**config.mk**
```make
export PLATFORM = sky130hd
export DESIGN_NAME = dsp_mac_seq
export DESIGN_NICKNAME = d
export VERILOG_FILES = /design/src/rtl/dsp_pkg.sv /design/src/rtl/dsp_tag_pipe.sv /design/src/rtl/dsp_mac_seq.sv
export SDC_FILE = /design/constraint.sdc
export NUM_CORES = 1
export LEC_CHECK = 0
export ABC_CLOCK_PERIOD_IN_PS = 3200
export CAP_MARGIN = 20
export CORE_MARGIN = 5
export CORE_UTILIZATION = 37
export DETAILED_ROUTE_END_ITERATION = 8
export GPL_TIMING_DRIVEN = 0
export PLACE_DENSITY = 0.85
export SLEW_MARGIN = 0
export SYNTH_ARGS = -nofsm -noshare
export SYNTH_HDL_FRONTEND = slang
export SYNTH_SLANG_ARGS = --single-unit
export TNS_END_PERCENT = 30
```
**constraint.sdc**
```tcl
create_clock -name CLK -period 3.2 [get_ports CLK]
set_input_delay 0.48 -clock CLK [delete_from_list [all_inputs] [get_ports CLK]]
set_output_delay 0.48 -clock CLK [all_outputs]
set_load 0.02 [all_outputs]
```
**src/rtl/dsp_pkg.sv**
```systemverilog
// Shared constants and types for the DSP48A1 dot-product sequencer.
package dsp_pkg;

    localparam int A_W = 18;
    localparam int P_W = 48;

    localparam logic [7:0] OPM_ZERO = 8'h00;
    localparam logic [7:0] OPM_MUL  = 8'h01;
    localparam logic [7:0] OPM_MAC  = 8'h09;

    typedef logic [1:0] state_t;
    localparam state_t ST_IDLE  = 2'd0;
    localparam state_t ST_ACCUM = 2'd1;
    localparam state_t ST_DRAIN = 2'd2;
    localparam state_t ST_HOLD  = 2'd3;

    // A first tap restarts the sum; any other slot inside a vector adds onto P.
    function automatic logic [7:0] slot_opmode(input logic acc, input logic first);
        if (first)
            return OPM_MUL;
        else if (acc)
            return OPM_MAC;
        else
            return OPM_ZERO;
    endfunction

endpackage

```
**src/rtl/dsp_tag_pipe.sv**
```systemverilog
// Fixed-depth shift register that carries slot tags alongside the DSP pipeline.
module dsp_tag_pipe #(
    parameter int DEPTH = 2,
    parameter int WIDTH = 2
) (
    input  logic             CLK,
    input  logic             RST,
    input  logic [WIDTH-1:0] tag_in,
    output logic [WIDTH-1:0] tag_out
);

    logic [DEPTH-1:0][WIDTH-1:0] stage_q;
    logic [DEPTH-1:0][WIDTH-1:0] stage_d;

    always_comb begin
        stage_d[0] = tag_in;
        for (int i = 1; i < DEPTH; i++)
            stage_d[i] = stage_q[i-1];
    end

    always_ff @(posedge CLK or posedge RST) begin
        if (RST)
            stage_q <= '0;
        else
            stage_q <= stage_d;
    end

    assign tag_out = stage_q[DEPTH-1];

endmodule

```
**src/rtl/dsp_mac_seq.sv**
```systemverilog
// Streams (sample, coefficient) pairs into a DSP48A1 slice and buffers each N_TAPS dot product.
module dsp_mac_seq
    import dsp_pkg::*;
#(
    parameter int N_TAPS    = 4,
    parameter int LATENCY   = 4,
    parameter int OPM_DELAY = 2
) (
    input  logic           CLK,
    input  logic           RST,
    input  logic           in_valid,
    output logic           in_ready,
    input  logic [A_W-1:0] in_sample,
    input  logic [A_W-1:0] in_coef,
    output logic [A_W-1:0] dsp_a,
    output logic [A_W-1:0] dsp_b,
    output logic [7:0]     dsp_opmode,
    output logic           dsp_ce,
    input  logic [P_W-1:0] dsp_p,
    output logic           res_valid,
    input  logic           res_ready,
    output logic [P_W-1:0] res_data
);

    localparam int CW = (N_TAPS > 1) ? $clog2(N_TAPS) : 1;
    localparam logic [CW-1:0] LAST_TAP = CW'(N_TAPS - 1);

    state_t         state_q, state_d;
    logic [CW-1:0]  tap_cnt_q, tap_cnt_d;
    logic [A_W-1:0] dsp_a_q, dsp_a_d;
    logic [A_W-1:0] dsp_b_q, dsp_b_d;
    logic           first_q, first_d;
    logic           last_q, last_d;
    logic           acc_q, acc_d;
    logic           dsp_ce_q;
    logic           res_valid_q, res_valid_d;
    logic [P_W-1:0] res_data_q, res_data_d;
    logic           accept;
    logic [1:0]     opm_tag;
    logic           cap_last;

    always_comb begin
        state_d     = state_q;
        tap_cnt_d   = tap_cnt_q;
        res_valid_d = res_valid_q;
        res_data_d  = res_data_q;
        first_d     = 1'b0;
        last_d      = 1'b0;

        case (state_q)
            ST_IDLE:  in_ready = !res_valid_q || res_ready;
            ST_ACCUM: in_ready = 1'b1;
            ST_HOLD:  in_ready = res_ready;
            default:  in_ready = 1'b0;
        endcase
        // Nothing is accepted until the slice clock enables are up.
        in_ready = in_ready && dsp_ce_q;
        accept   = in_valid && in_ready;

        case (state_q)
            ST_IDLE, ST_HOLD: begin
                if (state_q == ST_HOLD && res_ready) begin
                    res_valid_d = 1'b0;
                    state_d     = ST_IDLE;
                end
                if (accept) begin
                    first_d   = 1'b1;
                    last_d    = (N_TAPS == 1);
                    state_d   = (N_TAPS == 1) ? ST_DRAIN : ST_ACCUM;
                    tap_cnt_d = (N_TAPS == 1) ? '0 : CW'(1);
                end
            end
            ST_ACCUM: begin
                if (accept) begin
                    if (tap_cnt_q == LAST_TAP) begin
                        last_d    = 1'b1;
                        state_d   = ST_DRAIN;
                        tap_cnt_d = '0;
                    end else begin
                        tap_cnt_d = tap_cnt_q + CW'(1);
                    end
                end
            end
            default: begin
                if (cap_last) begin
                    res_data_d  = dsp_p;
                    res_valid_d = 1'b1;
                    state_d     = ST_HOLD;
                end
            end
        endcase

        // Bubbles issued mid-vector must keep P (add M=0) rather than clear it.
        acc_d   = (state_q == ST_ACCUM) || (state_q == ST_DRAIN);
        dsp_a_d = accept ? in_sample : '0;
        dsp_b_d = accept ? in_coef   : '0;
    end

    always_ff @(posedge CLK or posedge RST) begin
        if (RST) begin
            state_q     <= ST_IDLE;
            tap_cnt_q   <= '0;
            dsp_a_q     <= '0;
            dsp_b_q     <= '0;
            first_q     <= 1'b0;
            last_q      <= 1'b0;
            acc_q       <= 1'b0;
            dsp_ce_q    <= 1'b0;
            res_valid_q <= 1'b0;
            res_data_q  <= '0;
        end else begin
            state_q     <= state_d;
            tap_cnt_q   <= tap_cnt_d;
            dsp_a_q     <= dsp_a_d;
            dsp_b_q     <= dsp_b_d;
            first_q     <= first_d;
            last_q      <= last_d;
            acc_q       <= acc_d;
            dsp_ce_q    <= 1'b1;
            res_valid_q <= res_valid_d;
            res_data_q  <= res_data_d;
        end
    end

    dsp_tag_pipe #(.DEPTH(OPM_DELAY), .WIDTH(2)) u_opm_pipe (
        .CLK     (CLK),
        .RST     (RST),
        .tag_in  ({acc_q, first_q}),
        .tag_out (opm_tag)
    );

    dsp_tag_pipe #(.DEPTH(LATENCY), .WIDTH(1)) u_cap_pipe (
        .CLK     (CLK),
        .RST     (RST),
        .tag_in  (last_q),
        .tag_out (cap_last)
    );

    assign dsp_a      = dsp_a_q;
    assign dsp_b      = dsp_b_q;
    assign dsp_opmode = slot_opmode(opm_tag[1], opm_tag[0]);
    assign dsp_ce     = dsp_ce_q;
    assign res_valid  = res_valid_q;
    assign res_data   = res_data_q;

endmodule
```
# After elaboration in Yosys (flattened, before gate mapping)
# Index checks and enable logic that the tools add are counted.
word_totals:
  rom_bits: 0
  mem_count: 0
  input_bits: 88
  ramBits: 0
  latch_bits: 0
  reg_bits: 101
  out_inout_bits: 95
classes:
  mul: 0
  n_mux: 23
  div: 0
  bitwise: 2
  n_lt_le_gt_ge: 0
  reduce_logical: 16
  add_sub_neg: 1
  n_eq_ne: 9
  shifts: 0
op_table:
  columns: ["operator", "n"]
  rows:
  - ["$mux W18", 2]
  - ["$mux W2", 8]
  - ["$mux W4", 2]
  - ["$ne A2 B2 Y1 const B", 4]
  - ["$pmux W2 S2", 2]
  - ["$mux W1", 7]
  - ["$eq A2 B2 Y1 const B", 3]
  - ["$reduce_and A3 Y1", 2]
  - ["$reduce_and A4 Y1", 1]
  - ["$reduce_bool A2 Y1", 2]
  - ["$logic_and A1 B1 Y1", 3]
  - ["$ne A3 B3 Y1 const B", 1]
  - ["$pmux W1 S3", 1]
  - ["$reduce_bool A3 Y1", 1]
  - ["$reduce_or A3 Y1", 1]
  - ["$add A2 B1 Y2 const B", 1]
  - ["$eq A2 B1 Y1 const B", 1]
  - ["$logic_not A2 Y1", 1]
  - ["$logic_or A1 B1 Y1", 2]
  - ["$not A1 Y1", 2]
  - ["$pmux W1 S2", 1]
  - ["$reduce_and A2 Y1", 1]
  - ["$reduce_or A2 Y1", 1]
  - ["$logic_not A1 Y1", 1]

# Depth between registers and ports, before layout
# Gate-level depths: netlist of the first run.
depth:
  depth_word: 7
  depth_mapped: 7

# Cells and area by module
# Synthesis of the first run repeated with hierarchy kept, for this count alone.
unflattened:
  hier_cells: 251
  hier_area_um2: 3786.1
by_module_without_submodules:
  columns: ["module", "instances", "cells_per_inst", "seq_area_each_um2", "area_each_um2"]
  rows:
  - ["dsp_mac_seq", 1, 241, 2327.2, 3578.4]
  - ["dsp_tag_pipe", 2, 5, 100.1, 103.8]

# Least setup slack after synthesis of the first run
# OpenSTA, ideal clock, no wires.
synth_timing:
  path_type: "flip-flop to output port"
  from: "register state_q[0]"
  to: "output in_ready"
  path_slack_ps: 1340
  stages_incl_launch_ff: 6
  t_required_ps: 2720
  t_arrival_ps: 1380
  path_cell_list: "dfrtp_1 inv_1 ha_1 a21o_2 a21oi_4 nor3b_1"
synth_between:
  elab_chain_cells: 3
  word_cells_on_any_way: 5
  classes_between: "eq/ne (2); mux (1); reduce/logical (2)"
synth_lines:
  columns: ["element", "line", "source"]
  rows:
  - ["start: declaration", "dsp_mac_seq.sv:28", "state_t state_q, state_d;"]
  - ["start signal: assignment", "dsp_mac_seq.sv:112", "state_q <= state_d;"]
  - ["$eq A2 B2 Y1, or another cell as far along", "dsp_mac_seq.sv:50", "case (state_q)"]
  - ["$pmux W1 S3 (*)", "dsp_mac_seq.sv:50", null]
  - ["$logic_and A1 B1 Y1 (*)", "dsp_mac_seq.sv:57", "in_ready = in_ready && dsp_ce_q;"]
  - ["end: declaration", "dsp_mac_seq.sv:12", "output logic in_ready,"]
# Every way passes the cells marked *; elsewhere a longest branch is shown, timed or not.

# Worst setup path in the final report of the first run
# Ends and elaborated chain as after synthesis.

==> results_dict.tcl, run 1 <==
set metrics [dict create \
    vias_per_cell 4.46 \
    power.share.sequential_pct 42.3 \
    synth_cells 249 \
    die_area_um2 12700 \
    crit_path_end "in_ready" \
    drtAntennaViolNets 0 \
    initialDrtViolationCount 59 \
    ioPinCount 183 \
    status "finished, final reports clean" \
    fin_skew_ps 14.1 \
    setup.worst_path.start "state_q[0]$_DFFE_PP0P_" \
    area_growth_pct 55.3 \
    cts.htree.levels 3 \
    rr_startpoint "state_q[0]$_DFFE_PP0P_" \
    synth.top_cells.by_area "dfrtp_1, mux2_2, mux2_4" \
    p_total_mw 3.95 \
    ctsRootBufferMaster "clkbuf_8" \
    grt_pass1_wl_mm 14.8 \
    synth_compound_area_share_pct 3.30 \
    synth-xor-area-share_pct 0 \
    overflow 0 \
    synth.area.mux_share_pct 15.8 \
    comb_power_share_pct 39.2 \
    io_buffers 176 \
    setup_viol 0 \
    cts_tree "built" \
    wl_per_cell_um 16.0 \
    crit_cells 6 \
    maxCapViolCount 0 \
    period_share_pct 81.9 \
    synth_top_family_by_area "multiplexers" \
    crit_chain "inv_1 > ha_1 > a21o_2 > a21oi_4 > nor3b_1 > clkdlybuf4s50_1" \
    cts_resized 0 \
    drt_wl_total_mm 9.34 \
    holdCritPathClass "reg -> reg" \
    p_leak_nw 2.75 \
    cts_buffer_depth 2 \
    finalNetCount 536 \
    post-route-drc-count 0 \
    vias 2599 \
    drt_pass1_iterations 4 \
    holdWs_ps 356 \
    num_antenna_cells 0 \
    grt.total_usage_pct 14.6 \
    swShare_pct 31.8 \
    antenna_found_initial 0 \
    clk_latency_ps 350 \
    switchingPower_mw 1.26 \
    finalHoldViolCount 0 \
    path_class "reg -> out" \
    postCtsSetupBuffers 0 \
    crit_family "buffers and inverters" \
    crit_fanout 4 \
    r2r_cells 6 \
    cts_buffers 9 \
    clk_pin_slew_ps 80 \
    cp-end-kind "output port" \
    maxSlewViolCount 0 \
    drive_gt1_share_pct 23.9 \
    place_area_um2 5880 \
    yosys_warnings 0 \
    period_minus_slack_ps 2620 \
    slew-limit-headroom_pct 58.9 \
    rsz0062_at_grt "false" \
    postLayoutCellArea_um2 6060 \
    intPower_mw 2.69 \
    die_h_um 113 \
    cp_slowest_cell "clkdlybuf4s50_1" \
    yosysUniqueCellTypes 35 \
    rrSetupSlack_ps 1450 \
    synth_fa_ha_area_share_pct 1.92 \
    core_area_um2 10300 \
    required_ps 2720 \
    hpwl_mm 7.30 \
    mappedNetlistArea_um2 3900 \
    timing.fmax_mhz 381 \
    worst_pin_slew_ps 616 \
    synth.avg_cell_area_um2 15.7 \
    peakVddDrop_mv 0.313 \
    power.density_nw_per_um2 652 \
    place_congestion 0.786 \
    regToRegEndpoint "res_data[25]$_DFFE_PP0P_" \
    ys_ff_latch 101 \
    synthSimpleGateAreaFrac_pct 10.4 \
    die_x_um 113 \
    cts_hold_buf 0 \
    yosysTopAreaCell "dfrtp_1" \
    ys_seq_area_share_pct 64.8 \
    grt_max_degree 55 \
    clkPwrFrac_pct 18.5 \
    start_kind "register" \
    start_util_pct 37.8 \
    row_count 37 \
    cp_num_buf_inv 2 \
    arrival_ps 2140 \
    slowest_delay_ps 640 \
    synth_top_area_share_pct 64.8 \
    cts_sinks 101 \
    grt_pass1_vias 2868 \
]
state kept, by name, indices dropped and copies added, names as in the netlist:
name	cells
res_valid	1
dsp_b	18
last_q	1
u_opm_pipe.stage_d	2
u_cap_pipe.stage_d	3
u_cap_pipe.tag_out	1
tap_cnt_q	2
u_opm_pipe.tag_out	2
res_data	48
dsp_ce	1
dsp_a	18
state_q	2
acc_q	1
first_q	1
worst min path at each step:
stage | startpoint | endpoint | depth (start not counted)
after floorplan | last_q$_DFF_PP0_ | u_cap_pipe.stage_d[1]$_DFF_PP0_ | 0
after global placement | u_opm_pipe.stage_d[3]$_DFF_PP0_ | u_opm_pipe.tag_out[1]$_DFF_PP0_ | 0
after detailed placement | acc_q$_DFF_PP0_ | u_opm_pipe.stage_d[3]$_DFF_PP0_ | 0
after CTS | u_cap_pipe.stage_d[1]$_DFF_PP0_ | u_cap_pipe.stage_d[2]$_DFF_PP0_ | 0
after global routing | u_cap_pipe.stage_d[2]$_DFF_PP0_ | u_cap_pipe.stage_d[3]$_DFF_PP0_ | 0
final | last_q$_DFF_PP0_ | u_cap_pipe.stage_d[1]$_DFF_PP0_ | 0
per-layer routing:
| layer | share of wire, % | up-vias | GRT usage, % |
|---|---|---|---|
| met1 | 39 | 1274 | 17.5 |
| met2 | 52 | 112 | 25.3 |
| li1 | - | 1200 | - |
| met3 | 7.1 | 13 | 4.53 |
| met5 | 0 | - | 0 |
| met4 | 1.4 | 0 | 4.25 |
cells by family (layout without fill, tap and decap cells):
family / count (synthesis) / in the layout
and+or+nand+nor: 56 / 56
buffers and inverters: 19 / 212
AOI/OAI and AO/OA: 17 / 17
DFF: 101 / 101
muxes: 48 / 48
other: 2 / 7
adders and majority gates: 6 / 6
Yosys cell counts:
cell / instances
a21o_2: 1
a21oi_1: 2
a21oi_2: 2
a21oi_4: 1
a22o_1: 1
a2bb2oi_1: 2
a31o_2: 1
and2_1: 16
and2_4: 20
and3b_1: 1
buf_2: 2
buf_4: 6
buf_6: 6
conb_1: 2
dfrtp_1: 101
ha_1: 6
inv_1: 5
mux2_2: 28
mux2_4: 20
nand2_1: 7
nand2b_1: 1
nand2b_2: 1
nand3_1: 1
nand3b_4: 1
nand4b_1: 1
nor2_1: 1
nor2_4: 1
nor2b_1: 2
nor3_1: 1
nor3b_1: 1
o21ai_0: 3
o21ai_1: 2
o311ai_1: 1
o31ai_1: 1
or2_2: 1
through the flow:
stage,instances,utilization (%),setup slack [ps],setup TNS [ps]
final,583,58.7,578,0
after global routing,583,58.7,420,0
after CTS,583,58.7,535,0
after detailed placement,567,57.0,636,0
after global placement,566,56.7,-1270,-127360
after floorplan,254,-,72.9,0
cell usage in the layout (no fill, tap or decap), drive strengths merged, types with 2 or more instances in the layout:
cell type	synthesis	routed
ha	6	6
nand2	7	7
nor2b	2	2
inv	5	6
and2	36	36
buf	14	15
clkbuf	0	12
clkdlybuf4s50	0	176
a21oi	5	5
conb	2	7
a2bb2oi	2	2
dfrtp	101	101
clkinvlp	0	2
nor2	2	2
mux2	48	48
nand2b	2	2
o21ai	5	5
layout make-up:
| cell class | count | area (um2) |
|---|---|---|
| buffer | 14 | 123 |
| clock buffer | 12 | 145 |
| clock inverter | 4 | 32.5 |
| fill | 836 | 4260 |
| inverter | 5 | 21.3 |
| multi-input combinational | 134 | 1250 |
| sequential | 101 | 2530 |
| tap | 136 | 170 |
| timing repair buffer | 177 | 1790 |
power by group through the flow:
stage / Combinational (mW) / Sequential (mW) / Clock (mW)
6_report: 1.55 / 1.67 / 0.731
5_1_grt: 1.64 / 1.71 / 0.825
4_1_cts: 1.57 / 1.67 / 0.767
3_5_place_dp: 1.56 / 1.70 / 0
3_3_place_gp: 1.52 / 1.68 / 0
2_1_floorplan: 0.542 / 1.97 / 0
Power figures use the tool's default switching activity.
==> inputs of run 2 (changes only) <==
--- a/config.mk
+++ b/config.mk
@@ -5,13 +5,13 @@
 export SDC_FILE = /design/constraint.sdc
 export NUM_CORES = 1
 export LEC_CHECK = 0
-export ABC_CLOCK_PERIOD_IN_PS = 3200
+export ABC_CLOCK_PERIOD_IN_PS = 2700
 export CAP_MARGIN = 20
 export CORE_MARGIN = 5
-export CORE_UTILIZATION = 37
+export CORE_UTILIZATION = 40
 export DETAILED_ROUTE_END_ITERATION = 8
 export GPL_TIMING_DRIVEN = 0
-export PLACE_DENSITY = 0.85
+export PLACE_DENSITY = 0.87
 export SLEW_MARGIN = 0
 export SYNTH_ARGS = -nofsm -noshare
 export SYNTH_HDL_FRONTEND = slang
==> constraint.sdc (replaced) <==
create_clock -name CLK -period 2.7 [get_ports CLK]
set_input_delay 0.405 -clock CLK [delete_from_list [all_inputs] [get_ports CLK]]
set_output_delay 0.405 -clock CLK [all_outputs]
set_load 0.02 [all_outputs]
==> run 2 against run 1 <==
Against the previous run:
- core utilization increased by 4.3 points
- setup slack worse by 48 ps
- global-route usage rose by 1.6 points
- count of clock-buffer cells in the layout is 2 lower
- cell area grew 0.25%
- largest cell class unchanged
- via count grew 0.54%
- wire length up 0.37%
- power increased by 19%
- hold slack improved by 0.56 ps
==> results_dict.tcl, run 2 (same netlist as run 1, synthesis figures left out) <==
set metrics [dict create \
    status "finished, final reports clean" \
    cts_tree "built" \
    grt_max_degree 45 \
    drt_wl_total_mm 9.38 \
    required_ps 2300 \
    fin_tns_setup_ps 0 \
    maxCapViolCount 0 \
    die_area_um2 11800 \
    start_kind "register" \
    cts_sinks 101 \
    area_growth_pct 55.7 \
    cp-end-kind "output port" \
    drive_gt1_share_pct 24.2 \
    postCtsSetupBuffers 0 \
    mostFrequentLayoutCell "clkdlybuf4s50_1" \
    ctsRootBufferMaster "clkbuf_8" \
    path_class "reg -> out" \
    slew-limit-headroom_pct 61.6 \
    power.density_nw_per_um2 777 \
    drtAntennaViolNets 0 \
    worst_pin_slew_ps 574 \
    holdWs_ps 356 \
    overflow 0 \
    p_leak_nw 2.78 \
    grt_pass1_vias 2887 \
    row_count 36 \
    core_area_um2 9640 \
    hpwl_mm 7.48 \
    finalHoldViolCount 0 \
    peakVddDrop_mv 0.310 \
    num_antenna_cells 0 \
    antenna_found_initial 1 \
    arrival_ps 1770 \
    period_share_pct 80.4 \
    place_area_um2 5890 \
    clk_latency_ps 350 \
    crit_fanout 5 \
    largest_register_ffs 48 \
    die_h_um 109 \
    layout_common_cells "clkdlybuf4s50_1, dfrtp_1, mux2_2" \
    vias 2613 \
    clk_pin_slew_ps 90 \
    hold_depth 0 \
    wl_per_cell_um 16.2 \
    finalNetCount 537 \
    rsz0062_at_grt "false" \
    die_x_um 109 \
    cts.htree.levels 3 \
    vias_per_cell 4.51 \
    place_congestion 0.739 \
    cts_buffers 9 \
    timing.fmax_mhz 461 \
    grt_pass1_wl_mm 14.7 \
    post-route-drc-count 0 \
    p_total_mw 4.72 \
    grt.total_usage_pct 16.3 \
    holdCritPathClass "reg -> reg" \
    period_minus_slack_ps 2170 \
    fin_skew_ps 5.55 \
    cts_buffer_depth 2 \
    ioPinCount 183 \
    maxSlewViolCount 0 \
    start_util_pct 40.5 \
    drt_pass1_iterations 4 \
    setup_viol 0 \
    r2r_cells 6 \
    postLayoutCellArea_um2 6070 \
    io_buffers 176 \
    initialDrtViolationCount 113 \
]
## run 2: cell types whose count changed in the layout (fill, tap and decap cells not counted)
cell,before,now
bufinv_16,0,1
clkinv_2,0,3
clkbuf_8,10,9
buf_12,0,2
dlymetal6s2s_1,0,1
buf_16,1,0
clkinv_4,1,0
clkdlybuf4s50_1,176,175
clkbuf_1,2,1
inv_4,1,0
inv_6,1,0
## run 2: report_power, final
part / switching (mW) / leakage [nW] / internal (mW)
Sequential: 0.157 / 1.27 / 1.83
Combinational: 0.832 / 1.41 / 1.00
Clock: 0.482 / 0.0919 / 0.419
Total: 1.47 / 2.78 / 3.25
## run 2: metal layers
metal,up-vias,routed length (um),global-route usage [%]
met5,-,13,0
met4,2,98,5.50
met3,9,1160,7.58
met2,145,4590,26.9
met1,1255,3520,18.6
li1,1202,-,-
## run 2: final timing paths
kind	from	end	slack, ps
worst max-delay path	state_q[1]$_DFFE_PP0P_	in_ready	530
worst min-delay path	u_cap_pipe.stage_d[2]$_DFF_PP0_	u_cap_pipe.stage_d[3]$_DFF_PP0_	360
worst max register to register	state_q[0]$_DFFE_PP0P_	res_data[29]$_DFFE_PP0P_	970
worst min register to register	u_cap_pipe.stage_d[2]$_DFF_PP0_	u_cap_pipe.stage_d[3]$_DFF_PP0_	360
max in group asynchronous	RST	dsp_a[16]$_DFF_PP0_	1650
min in group asynchronous	RST	dsp_a[7]$_DFF_PP0_	460
## run 2: critical path: stages, from the launching register on
cell and delay (ps):
dfrtp_1 430, inv_1 90, ha_1 230, a21o_2 220, a21oi_4 170, nor3b_1 70, dlymetal6s2s_1 210
## run 2: stage by stage
| stage | utilization [%] | setup slack, ps | std cells |
|---|---|---|---|
| 6_report | 63.0 | 530 | 580 |
| 3_3_place_gp | 60.7 | 144 | 563 |
| 5_1_grt | 63.0 | 367 | 580 |
| 2_1_floorplan | - | 915 | 254 |
| 3_5_place_dp | 61.1 | 285 | 565 |
| 4_1_cts | 63.0 | 90.6 | 580 |
## run 2: area by class of cell
class | instances | area [um2]
Multi-Input combinational cell | 134 | 1250
Timing Repair Buffer | 178 | 1800
Tap cell | 133 | 166
Buffer | 14 | 123
Fill cell | 768 | 3560
Clock buffer | 10 | 128
Clock inverter | 5 | 52.6
Inverter | 5 | 22.5
Sequential cell | 101 | 2530
## run 2: repair_timing
item | in CTS | in global routing
resized for setup | 0 | 1
endpoints found under the setup margin | 0 | 1
hold buffers | 0 | 0
==> inputs of run 3 (changes only) <==
--- a/config.mk
+++ b/config.mk
@@ -5,13 +5,13 @@
 export SDC_FILE = /design/constraint.sdc
 export NUM_CORES = 1
 export LEC_CHECK = 0
-export ABC_CLOCK_PERIOD_IN_PS = 2700
+export ABC_CLOCK_PERIOD_IN_PS = 1970
 export CAP_MARGIN = 20
 export CORE_MARGIN = 5
-export CORE_UTILIZATION = 40
+export CORE_UTILIZATION = 37
 export DETAILED_ROUTE_END_ITERATION = 8
 export GPL_TIMING_DRIVEN = 0
-export PLACE_DENSITY = 0.87
+export PLACE_DENSITY = 0.85
 export SLEW_MARGIN = 0
 export SYNTH_ARGS = -nofsm -noshare
 export SYNTH_HDL_FRONTEND = slang
==> constraint.sdc (replaced) <==
create_clock -name CLK -period 1.97 [get_ports CLK]
set_input_delay 0.2955 -clock CLK [delete_from_list [all_inputs] [get_ports CLK]]
set_output_delay 0.2955 -clock CLK [all_outputs]
set_load 0.02 [all_outputs]
==> run 3 against run 2 <==
Against the previous run:
- core utilization decreased by 3.3 points
- sequential power up 37%
- cell count up 1.4%
- critical endpoint unchanged
- largest cell class unchanged
==> results_dict.tcl, run 3 (same netlist as run 1, synthesis figures left out) <==
set metrics [dict create \
    status "finished, final reports clean" \
    grt_max_degree 43 \
    grt_pass1_vias 2862 \
    drt_wl_total_mm 9.47 \
    area_growth_pct 58.0 \
    cp_num_buf_inv 1 \
    required_ps 1670 \
    core_area_um2 10300 \
    ctsRootBufferMaster "clkbuf_8" \
    rr_startpoint "state_q[1]$_DFFE_PP0P_" \
    cp_slowest_cell "dfrtp_1" \
    setup_viol 0 \
    regToRegEndpoint "dsp_b[15]$_DFF_PP0_" \
    grt_pass1_wl_mm 15.2 \
    io_buffers 176 \
    slowest_delay_ps 430 \
    ioPinCount 183 \
    hpwl_mm 7.35 \
    peakVddDrop_mv 0.564 \
    cp-end-kind "output port" \
    p_leak_nw 2.78 \
    mostFrequentLayoutCell "clkdlybuf4s50_1" \
    period_minus_slack_ps 1880 \
    cts_sinks 101 \
    path_class "reg -> out" \
    maxSlewViolCount 0 \
    worst_slack_ps 88.3 \
    largest_register_ffs 48 \
    cts_tree "built" \
    overflow 0 \
    timing.fmax_mhz 531 \
    die_area_um2 12700 \
    hold_depth 0 \
    hp-start "u_cap_pipe.stage_d[3]$_DFF_PP0_" \
    crit_fanout 4 \
    drt_pass1_iterations 4 \
    fin_skew_ps 14.9 \
    vias 2621 \
    slew-limit-headroom_pct 57.6 \
    worst_pin_slew_ps 634 \
    die_x_um 113 \
    postLayoutCellArea_um2 6160 \
    cts_buffers 9 \
    place_area_um2 5900 \
    clk_latency_ps 360 \
    holdCritPathClass "reg -> reg" \
    layout_common_cells "clkdlybuf4s50_1, dfrtp_1, mux2_2" \
    drtAntennaViolNets 0 \
    dp_slack_ps -246 \
    fin_util_pct 59.7 \
    rrSetupSlack_ps 220 \
    drive_gt1_share_pct 26.3 \
    post-route-drc-count 0 \
    crit_chain "ha_1 > a21o_4 > a21oi_4 > nor3b_1 > buf_4" \
    whs_endpoint "u_cap_pipe.tag_out$_DFF_PP0_" \
    period_share_pct 95.5 \
    maxCapViolCount 0 \
    finalHoldViolCount 0 \
    antenna_found_initial 0 \
    dp_cells 568 \
    place_congestion 0.795 \
    clk_pin_slew_ps 90 \
    vias_per_cell 4.46 \
    start_kind "register" \
    arrival_ps 1590 \
    initialDrtViolationCount 62 \
    die_h_um 113 \
    fillerInstances 804 \
    grt.total_usage_pct 14.9 \
    final_cells 588 \
    r2r_cells 9 \
    finalNetCount 541 \
    power.density_nw_per_um2 1090 \
    start_util_pct 37.8 \
    wl_per_cell_um 16.1 \
    cts_buffer_depth 2 \
    num_antenna_cells 0 \
    row_count 37 \
    crit_family "flip-flops" \
    cts.htree.levels 3 \
    holdWs_ps 355 \
]
## run 3: worst register-to-register path, stage by stage (launching register included)
cell and delay [ps]:
dfrtp_1 430, inv_2 120, ha_4 160, a21o_4 90, a21oi_4 50, buf_4 130, buf_4 140, nor2_4 250
buf_6 190, and2_4 140
## run 3: metal layers
metal  vias to the layer above  global-route usage [%]  wire [um]
met3                        12                    4.91        854
met1                      1259                    18.3       3870
met2                       134                    25.4       4610
li1                       1216                       -          -
met4                         0                    3.93        136
met5                         -                       0          0
## run 3: area by class of cell
class,instances,area (um2),area share (%)
Inverter,5,22.5,0.365
Clock buffer,10,138,2.23
Clock inverter,6,70.1,1.14
Buffer,14,123,1.99
Multi-Input combinational cell,134,1280,20.8
Sequential cell,101,2530,41.0
Tap cell,136,170,2.76
Timing Repair Buffer,182,1830,29.7
## run 3: timing repair
action                     4_1_cts  5_1_grt
hold buffers                     0        0
setup buffers                    3        1
pin swaps                        1        2
gates resized for setup          8        5
setup endpoints to repair        1        1
## run 3: where the power goes
part,total (mW),internal [mW],leakage [nW],switching [mW]
logic,2.65,1.46,1.41,1.19
registers,2.71,2.50,1.27,0.208
clock network,1.36,0.631,0.0955,0.731
total,6.72,4.60,2.78,2.13
## run 3: how the worst max path moves through the flow
stage / slack (ps) / end / depth (start not counted) / start
3_3_place_gp: -470 / dsp_b[14]$_DFF_PP0_ / 2 / RST
4_1_cts: 10 / in_ready / 6 / state_q[1]$_DFFE_PP0P_
6_report: 90 / in_ready / 5 / state_q[1]$_DFFE_PP0P_
2_1_floorplan: 290 / in_ready / 5 / state_q[0]$_DFFE_PP0P_
5_1_grt: -5 / in_ready / 6 / state_q[1]$_DFFE_PP0P_
3_5_place_dp: -250 / in_ready / 5 / res_ready
## run 3: per-stage QoR
stage	power (mW)	setup TNS (ps)
2_1_floorplan	4.08	0
3_3_place_gp	5.20	-47430
3_5_place_dp	5.30	-246
4_1_cts	6.73	0
5_1_grt	7.08	-5.44
6_report	6.72	0
